===== config.mk =====
export PLATFORM = sky130hd
export DESIGN_NAME = operand_entry_fsm
export DESIGN_NICKNAME = d
export VERILOG_FILES = /design/src/rtl/operand_entry_fsm_pkg.sv /design/src/rtl/key_debounce.sv /design/src/rtl/operand_entry_fsm.sv
export SDC_FILE = /design/constraint.sdc
export NUM_CORES = 1
export LEC_CHECK = 0
export ABC_AREA = 0
export CORE_MARGIN = 10
export CORE_UTILIZATION = 46
export DETAILED_ROUTE_END_ITERATION = 12
export HOLD_SLACK_MARGIN = 0.1
export PLACE_DENSITY = 0.82
export SLEW_MARGIN = 20
export SYNTH_ARGS = -nofsm -noshare
export SYNTH_HDL_FRONTEND = slang
export SYNTH_SLANG_ARGS = --single-unit

===== constraint.sdc =====
create_clock -name MAX10_CLK1_50 -period 2 [get_ports MAX10_CLK1_50]
set_input_delay 0.6 -clock MAX10_CLK1_50 [delete_from_list [all_inputs] [get_ports MAX10_CLK1_50]]
set_output_delay 0.6 -clock MAX10_CLK1_50 [all_outputs]
set_load 0.01 [all_outputs]

===== src/rtl/operand_entry_fsm_pkg.sv =====
// Shared definitions for the operand-entry front end: FSM state encodings
// and debounce lengths for silicon and for simulation.
package operand_entry_fsm_pkg;

  typedef enum logic [1:0] {
    ST_ENTER_X = 2'b00,
    ST_ENTER_Y = 2'b01,
    ST_HOLD    = 2'b10,
    ST_UNUSED  = 2'b11
  } entry_state_t;

  localparam int DEBOUNCE_CYCLES_DEFAULT = 500000;
  localparam int DEBOUNCE_CYCLES_SIM     = 4;

endpackage


===== src/rtl/key_debounce.sv =====
// Active-low push-button conditioner: 2-FF synchronizer, saturating debounce
// counter, stable-level register and a registered one-cycle press pulse.
module key_debounce #(
  parameter int DEBOUNCE_CYCLES = 500000
) (
  input  logic MAX10_CLK1_50,
  input  logic reset_n,
  input  logic key_n,
  output logic press
);

  localparam int CW = $clog2(DEBOUNCE_CYCLES + 1);

  logic          sync1;
  logic          sync2;
  logic          stable;
  logic [CW-1:0] cnt;

  always_ff @(posedge MAX10_CLK1_50) begin
    if (!reset_n) begin
      sync1  <= 1'b1;
      sync2  <= 1'b1;
      stable <= 1'b1;
      cnt    <= '0;
      press  <= 1'b0;
    end else begin
      sync1 <= key_n;
      sync2 <= sync1;
      press <= 1'b0;
      if (sync2 == stable) begin
        cnt <= '0;
      end else if (cnt == CW'(DEBOUNCE_CYCLES)) begin
        // Old level 1 means this flip is a fresh press; a release stays silent.
        stable <= sync2;
        cnt    <= '0;
        press  <= stable;
      end else begin
        cnt <= cnt + CW'(1);
      end
    end
  end

endmodule


===== src/rtl/operand_entry_fsm.sv =====
// Three-step operand entry (X, then Y + op select, then hold) driven by a
// debounced ENTER key; every output is a register feeding the adder stage.
module operand_entry_fsm
  import operand_entry_fsm_pkg::*;
#(
  parameter int DEBOUNCE_CYCLES = DEBOUNCE_CYCLES_DEFAULT
) (
  input  logic       MAX10_CLK1_50,
  input  logic       reset_n,
  input  logic [9:0] SW,
  input  logic [1:0] KEY,
  output logic [3:0] inputx,
  output logic [3:0] inputy,
  output logic       sub,
  output logic       operands_valid,
  output logic [1:0] entry_state
);

  entry_state_t state;
  entry_state_t state_nxt;
  logic         press;
  logic         cap_x;
  logic         cap_y;
  logic         clr_valid;

  // KEY[0] and SW[8:4] have no function on this board configuration.
  logic unused_inputs;
  assign unused_inputs = ^{KEY[0], SW[8:4]};

  key_debounce #(
    .DEBOUNCE_CYCLES(DEBOUNCE_CYCLES)
  ) u_debounce (
    .MAX10_CLK1_50(MAX10_CLK1_50),
    .reset_n      (reset_n),
    .key_n        (KEY[1]),
    .press        (press)
  );

  always_ff @(posedge MAX10_CLK1_50) begin
    if (!reset_n) state <= ST_ENTER_X;
    else          state <= state_nxt;
  end

  always_comb begin
    state_nxt = state;
    cap_x     = 1'b0;
    cap_y     = 1'b0;
    clr_valid = 1'b0;
    case (state)
      ST_ENTER_X: if (press) begin
        cap_x     = 1'b1;
        state_nxt = ST_ENTER_Y;
      end
      ST_ENTER_Y: if (press) begin
        cap_y     = 1'b1;
        state_nxt = ST_HOLD;
      end
      ST_HOLD: if (press) begin
        clr_valid = 1'b1;
        state_nxt = ST_ENTER_X;
      end
      default: begin
        clr_valid = 1'b1;
        state_nxt = ST_ENTER_X;
      end
    endcase
  end

  // Switches are only looked at in the single cycle the press pulse is high.
  always_ff @(posedge MAX10_CLK1_50) begin
    if (!reset_n) begin
      inputx         <= 4'h0;
      inputy         <= 4'h0;
      sub            <= 1'b0;
      operands_valid <= 1'b0;
    end else begin
      if (cap_x) inputx <= SW[3:0];
      if (cap_y) begin
        inputy         <= SW[3:0];
        sub            <= SW[9];
        operands_valid <= 1'b1;
      end
      if (clr_valid) operands_valid <= 1'b0;
    end
  end

  assign entry_state = state;

endmodule


==> summary.md, run 1 <==
| Metric | Value |
|---|---|
| Max cap viols | 0 |
| Pre-CTS setup slack | 143 ps |
| Worst Slack Setup Final | 94.2 ps |
| Worst Hold Depth | 1 |
| CP Cell Sequence | clkdlybuf4s50_1 |
| Pin count of the biggest net entering global routing | 18 |
| CP bufs+invs | 1 |
| Critical path depth | 1 |
| Initial Util | 0.492 |
| Syn_area_per_cell | 9.57 um2 |
| Port Buffers | 19 |
| WS Path Type | reg -> out |
| DIE AREA | 6060 um2 |
| Hold Crit Class | reg -> reg |
| Max-slew headroom | 0.753 |
| Synth warnings | 0 |
| Slew Viols, Final | 0 |
| Fmax | 0.525 GHz |
| H-tree levels | 2 |
| Slowest cell delay on critical path | 560 ps |
| Slew @ Worst Pin | 368 ps |
| FF-to-FF path depth | 5 |
| CTS max path bufs | 2 |
| Vias | 1225 |
| Drt pass-1 iters | 4 |
| Clock Sink Count | 35 |
| R2r setup slk | 130 ps |
| Worst Setup End Kind | primary output |
| Total negative slack | 0 ps |
| Syn nets | 177 |
| Design Power | 1100 uW |
| Synth Register Bits | 35 |
| Wire length per cell | 13.6 um |
| Routed vias/inst | 5.21 |
| # DRC | 0 |
| Main synth FF type | dfxtp_1 |
| Clock root cell | clkbuf_4 |
| Most common cell after layout, fill and taps aside | dfxtp_1 |
| Most frequent cells in the layout | 33 x dfxtp_1, 23 x nor2_1, 19 x clkdlybuf4s50_1, 11 x mux2i_1, 11 x nor2b_1 |
| Initial antenna violation count | 0 |
| Seq/Total Area, Yosys | 0.455 |
| Worst EP arrival | 1310 ps |
| CP Launch Type | flop |
| Final count of negative-setup-slack endpoints | 0 |
| Lkg Pwr | 0.000636 uW |
| Final WL | 3.19 mm |
| Tot GR Track Use | 0.111 |
| Count of cell types in the netlist | 31 |
| Worst IR drop on VDD | 0.000539 V |
| Worst r2r src | u_debounce.cnt[7] |
| Remaining antenna violation count | 0 |
| Top fanout value on the critical path | 7 |
| Cts hold-fix bufs | 0 |
| Mapped Area | 1540 um2 |
| Die height | 77.9 um |
| Fraction of registers with async set/reset | 0 |
| I/O pins | 26 |
| Share of cells above drive strength 1 | 0.110 |
| CORE AREA | 3130 um2 |
| RSZ-0062 raised after global routing | false |
| Hold path endpoint | u_debounce.sync2 |
| Syn-to-layout area delta | 22.3% |
| Highest-delay cell along the critical path | clkdlybuf4s50_1 |
| Vias in the first global route | 1271 |
| Final nets | 206 |
| PwrDens | 584 nW/um2 |
| Antenna cells | 0 |
| Status | completed |
| Tcrit/Tclk final | 0.953 |
| Routability Congestion | 0.752 |
| HP Start | u_debounce.sync1 |
| Chip width | 77.9 um |
| Post-synth EDFFs | 0 |
| Later-pin clock latency in the skew report | 340 ps |
| GR Overflow Total | 0 |
| Hpwl dp | 2.51 mm |
| Clock transition at path regs | 110 ps |
| CTS Buf Count | 5 |
| Top cell family by delay on the critical path | buffers and inverters |
| Endpoints failing hold | 0 |
| Clock Skew | 14.2 ps |
| R2r endpoint | u_debounce.cnt[6] |
| First-pass GRT wire length | 5.44 mm |
| Min Tclk post-route | 1910 ps |
| Site Rows | 20 |
| TritonCTS clock tree | yes |
| Initial DRC Count | 75 |
| Worst Path Required | 1400 ps |
| Post-Synthesis Cells | 161 |
routing by layer:
metal,part of all wire,track usage,vias to the layer above,wire [um]
li1,-,-,613,-
met1,0.39,0.102,583,1250
met2,0.52,0.200,24,1670
met3,0.068,0.0565,5,218
met4,0.017,0.0529,0,53
met5,0,0,-,0
synthesized netlist by cell type, drive strengths merged (3+ instances only):
cell type	instances	area, um2
dfxtp	35	701
nor2	23	86.3
mux2i	11	110
nor2b	11	68.8
xnor2	10	87.6
nand4	9	56.3
nand3	7	35.0
xor2	7	61.3
and3	4	25.0
inv	4	15.0
nor4	4	25.0
and4	3	26.3
buf	3	27.5
clkbuf	3	11.3
nand2	3	11.3
nor3	3	15.0
nor3b	3	22.5
worst max path at each step:
stage                           start           endpoint  slack [ps]
CTS                    entry_state[1]     entry_state[1]          40
detailed placement  u_debounce.cnt[7]  u_debounce.cnt[6]         140
finish                 entry_state[0]     entry_state[0]          90
global placement    u_debounce.cnt[7]  u_debounce.cnt[5]         180
global route           entry_state[0]     entry_state[0]          30
floorplan           u_debounce.cnt[7]  u_debounce.cnt[9]          60
stage by stage:
| stage | std cells | util | cell area, um2 | hold WS (ps) |
|---|---|---|---|---|
| 3_5_place_dp | 227 | 0.584 | 1830 | 421 |
| 2_1_floorplan | 161 | - | 1540 | 386 |
| 6_report | 235 | 0.602 | 1880 | 435 |
| 4_1_cts | 235 | 0.602 | 1880 | 443 |
| 5_1_grt | 235 | 0.602 | 1880 | 453 |
| 3_3_place_gp | 227 | 0.584 | 1830 | 398 |
power by group:
| part | total (uW) | switching, uW | internal (uW) |
|---|---|---|---|
| logic | 33.7 | 11.8 | 21.9 |
| registers | 701 | 1.82 | 699 |
| clock network | 364 | 229 | 136 |
what timing repair did:
action / 4_1_cts / 5_1_grt
resized for setup: 1 / 1
setup endpoints to repair: 1 / 1
buffers inserted: 0 / 0
kinds of logic (layout without fill, tap and decap cells):
logic type / Yosys count / count (layout) / share of synthesized area
AO/OA/AOI/OAI: 6 / 6 / 0.0325
XOR/XNOR: 17 / 17 / 0.0967
adder cells (fa/ha/maj): 2 / 2 / 0.0162
buffers and inverters: 10 / 40 / 0.0349
flip-flops: 35 / 35 / 0.455
multiplexers: 11 / 11 / 0.0715
AND/OR/NAND/NOR: 80 / 80 / 0.293
registers in the layout, summed over array words and instances (netlist names):
register,flops
u_debounce.cnt,19
u_debounce.stable,1
sub,1
u_debounce.press,1
u_debounce.sync1,1
inputx,4
inputy,4
operands_valid,1
entry_state,2
u_debounce.sync2,1
layout make-up:
cell class / count / area (um2)
Timing Repair Buffer: 28 / 270
Tap cell: 44 / 55.1
Clock buffer: 6 / 41.3
Sequential cell: 35 / 703
Multi-Input combinational cell: 116 / 786
Inverter: 4 / 15.0
Clock inverter: 2 / 12.5
Fill cell: 254 / 1240
No activity file was read; power rests on OpenSTA's default activity.
==> run 2, diff against run 1 <==
--- a/config.mk
+++ b/config.mk
@@ -7,10 +7,10 @@
 export LEC_CHECK = 0
 export ABC_AREA = 0
 export CORE_MARGIN = 10
-export CORE_UTILIZATION = 46
+export CORE_UTILIZATION = 55
 export DETAILED_ROUTE_END_ITERATION = 12
 export HOLD_SLACK_MARGIN = 0.1
-export PLACE_DENSITY = 0.82
+export PLACE_DENSITY = 0.91
 export SLEW_MARGIN = 20
 export SYNTH_ARGS = -nofsm -noshare
 export SYNTH_HDL_FRONTEND = slang
==> constraint.sdc (replaced) <==
create_clock -name MAX10_CLK1_50 -period 2.3 [get_ports MAX10_CLK1_50]
set_input_delay 0.69 -clock MAX10_CLK1_50 [delete_from_list [all_inputs] [get_ports MAX10_CLK1_50]]
set_output_delay 0.69 -clock MAX10_CLK1_50 [all_outputs]
set_load 0.01 [all_outputs]
==> run 2 against run 1 <==
First-iteration DRC count up 17%. Final cell count shrank 8.5%. Non-clock buffer count is 5 lower. Setup slack improved by 120 ps. Worst hold slack got worse by 14 ps. Combinational power shrank 20%. Flip-flop and latch count stayed put. Critical path type unchanged. Critical endpoint unchanged.
==> summary.md, run 2 (synthesized netlist as in run 1, its figures left out) <==
| Metric | Value |
|---|---|
| Status | completed |
| Vias in the first global route | 1282 |
| Biggest regs | u_debounce.cnt: 19 flops, inputx: 4 flops, inputy: 4 flops |
| Hold path endpoint | u_debounce.sync2 |
| Slowest cell delay on critical path | 590 ps |
| Worst EP arrival | 1400 ps |
| Worst r2r src | u_debounce.cnt[4] |
| Clock Skew | 5.71 ps |
| Slew @ Worst Pin | 478 ps |
| Site Rows | 19 |
| Most frequent cells in the layout | 35 x dfxtp_1, 23 x nor2_1, 19 x clkdlybuf4s50_1, 11 x mux2i_1, 11 x nor2b_1 |
| GR Overflow Total | 0 |
| Worst Hold Depth | 1 |
| Routed vias/inst | 5.62 |
| Wire length per cell | 15.0 um |
| DIE AREA | 5320 um2 |
| Clock transition at path regs | 100 ps |
| Design Area, Final | 1800 um2 |
| Port Buffers | 19 |
| Vias | 1208 |
| Tot GR Track Use | 0.134 |
| Share of cells above drive strength 1 | 0.0652 |
| Routability Congestion | 0.851 |
| Final nets | 201 |
| Initial DRC Count | 88 |
| Min Tclk post-route | 2090 ps |
| Lkg Pwr | 0.000600 uW |
| Initial antenna violation count | 0 |
| R2r setup slk | 240 ps |
| RSZ-0062 raised after global routing | false |
| I/O pins | 26 |
| FF-to-FF path depth | 4 |
| Most common cell after layout, fill and taps aside | dfxtp_1 |
| Worst Setup End Kind | primary output |
| CP Cell Sequence | clkdlybuf4s50_1 |
| Pin count of the biggest net entering global routing | 18 |
| Clock root cell | clkbuf_4 |
| Final WL | 3.22 mm |
| CORE AREA | 2710 um2 |
| Resized cells post-CTS | 0 |
| Drt pass-1 iters | 4 |
| Antenna cells | 0 |
| Total negative slack | 0 ps |
| Highest-delay cell along the critical path | clkdlybuf4s50_1 |
| Slew Viols, Final | 0 |
| TritonCTS clock tree | yes |
| Final count of negative-setup-slack endpoints | 0 |
| Biggest register | u_debounce.cnt |
| HP Start | u_debounce.sync1 |
| WS Path Type | reg -> out |
| CP Launch Type | flop |
| H-tree levels | 2 |
| Max cap viols | 0 |
| Clock Sink Count | 35 |
| Area after DPL | 1760 um2 |
| Fmax | 0.479 GHz |
| Later-pin clock latency in the skew report | 340 ps |
| CTS Buf Count | 5 |
| Fin cells | 215 |
| Worst hold margin | 420 ps |
| Top cell family by delay on the critical path | buffers and inverters |
| Initial Util | 0.568 |
| Max-slew headroom | 0.678 |
| Tcrit/Tclk final | 0.907 |
| Hpwl dp | 2.35 mm |
| Top fanout value on the critical path | 7 |
| Post-CTS Setup Repair Bufs | 0 |
| # DRC | 0 |
| Remaining antenna violation count | 0 |
| First-pass GRT wire length | 5.63 mm |
| PwrDens | 521 nW/um2 |
| Hold Crit Class | reg -> reg |
| R2r endpoint | u_debounce.cnt[2] |
| Worst IR drop on VDD | 0.000511 V |
| Chip width | 72.9 um |
| Worst Path Required | 1610 ps |
| Max reg flops | 19 |
| Pre-CTS setup slack | 255 ps |
| Worst Slack Setup Final | 214 ps |
| Placed insts | 209 |
| CP bufs+invs | 1 |
| Cts hold-fix bufs | 0 |
| CTS max path bufs | 2 |
| Endpoints failing hold | 0 |
| Syn-to-layout area delta | 17.0% |
| Die height | 72.9 um |
## run 2: changes by cell type in the layout (fill, tap and decap cells not counted)
cell | before | now
clkinvlp_4 | 1 | 0
buf_4 | 8 | 4
dfxtp_2 | 2 | 0
dfxtp_1 | 33 | 35
clkinv_2 | 1 | 0
buf_12 | 1 | 0
## run 2: worst max path at each step
stage,end,cells past startpoint,startpoint
floorplan,u_debounce.cnt[9],6,u_debounce.cnt[7]
global placement,u_debounce.cnt[16],4,u_debounce.cnt[4]
detailed placement,u_debounce.cnt[2],4,u_debounce.cnt[4]
CTS,entry_state[0],1,entry_state[0]
global route,entry_state[0],1,entry_state[0]
finish,entry_state[0],1,entry_state[0]
## run 2: power breakdown
part / switching, uW / total, uW / internal, uW
Sequential: 1.38 / 609 / 608
Combinational: 9.82 / 27.1 / 17.3
Clock: 194 / 302 / 109
## run 2: stage by stage
stage | total power, uW | util
floorplan | 634 | -
global placement | 649 | 0.650
detailed placement | 650 | 0.650
CTS | 950 | 0.665
global route | 981 | 0.665
finish | 939 | 0.665
## run 2: cell type report
class,instances,area [um2]
Fill cell,222,908
Timing Repair Buffer,23,220
Clock buffer,6,41.3
Multi-Input combinational cell,116,786
Inverter,4,15.0
Tap cell,31,38.8
Sequential cell,35,701
## run 2: layer usage
layer | wire length (um) | global-route usage
met5 | 0 | 0
met4 | 50 | 0.0675
met3 | 289 | 0.0735
met2 | 1520 | 0.222
met1 | 1360 | 0.134
==> run 3, diff against run 2 <==
--- a/config.mk
+++ b/config.mk
@@ -5,7 +5,6 @@
 export SDC_FILE = /design/constraint.sdc
 export NUM_CORES = 1
 export LEC_CHECK = 0
-export ABC_AREA = 0
 export CORE_MARGIN = 10
 export CORE_UTILIZATION = 55
 export DETAILED_ROUTE_END_ITERATION = 12
==> results of run 3 <==
Same layout as run 2: the final DEF is identical, and so are final timing and power.
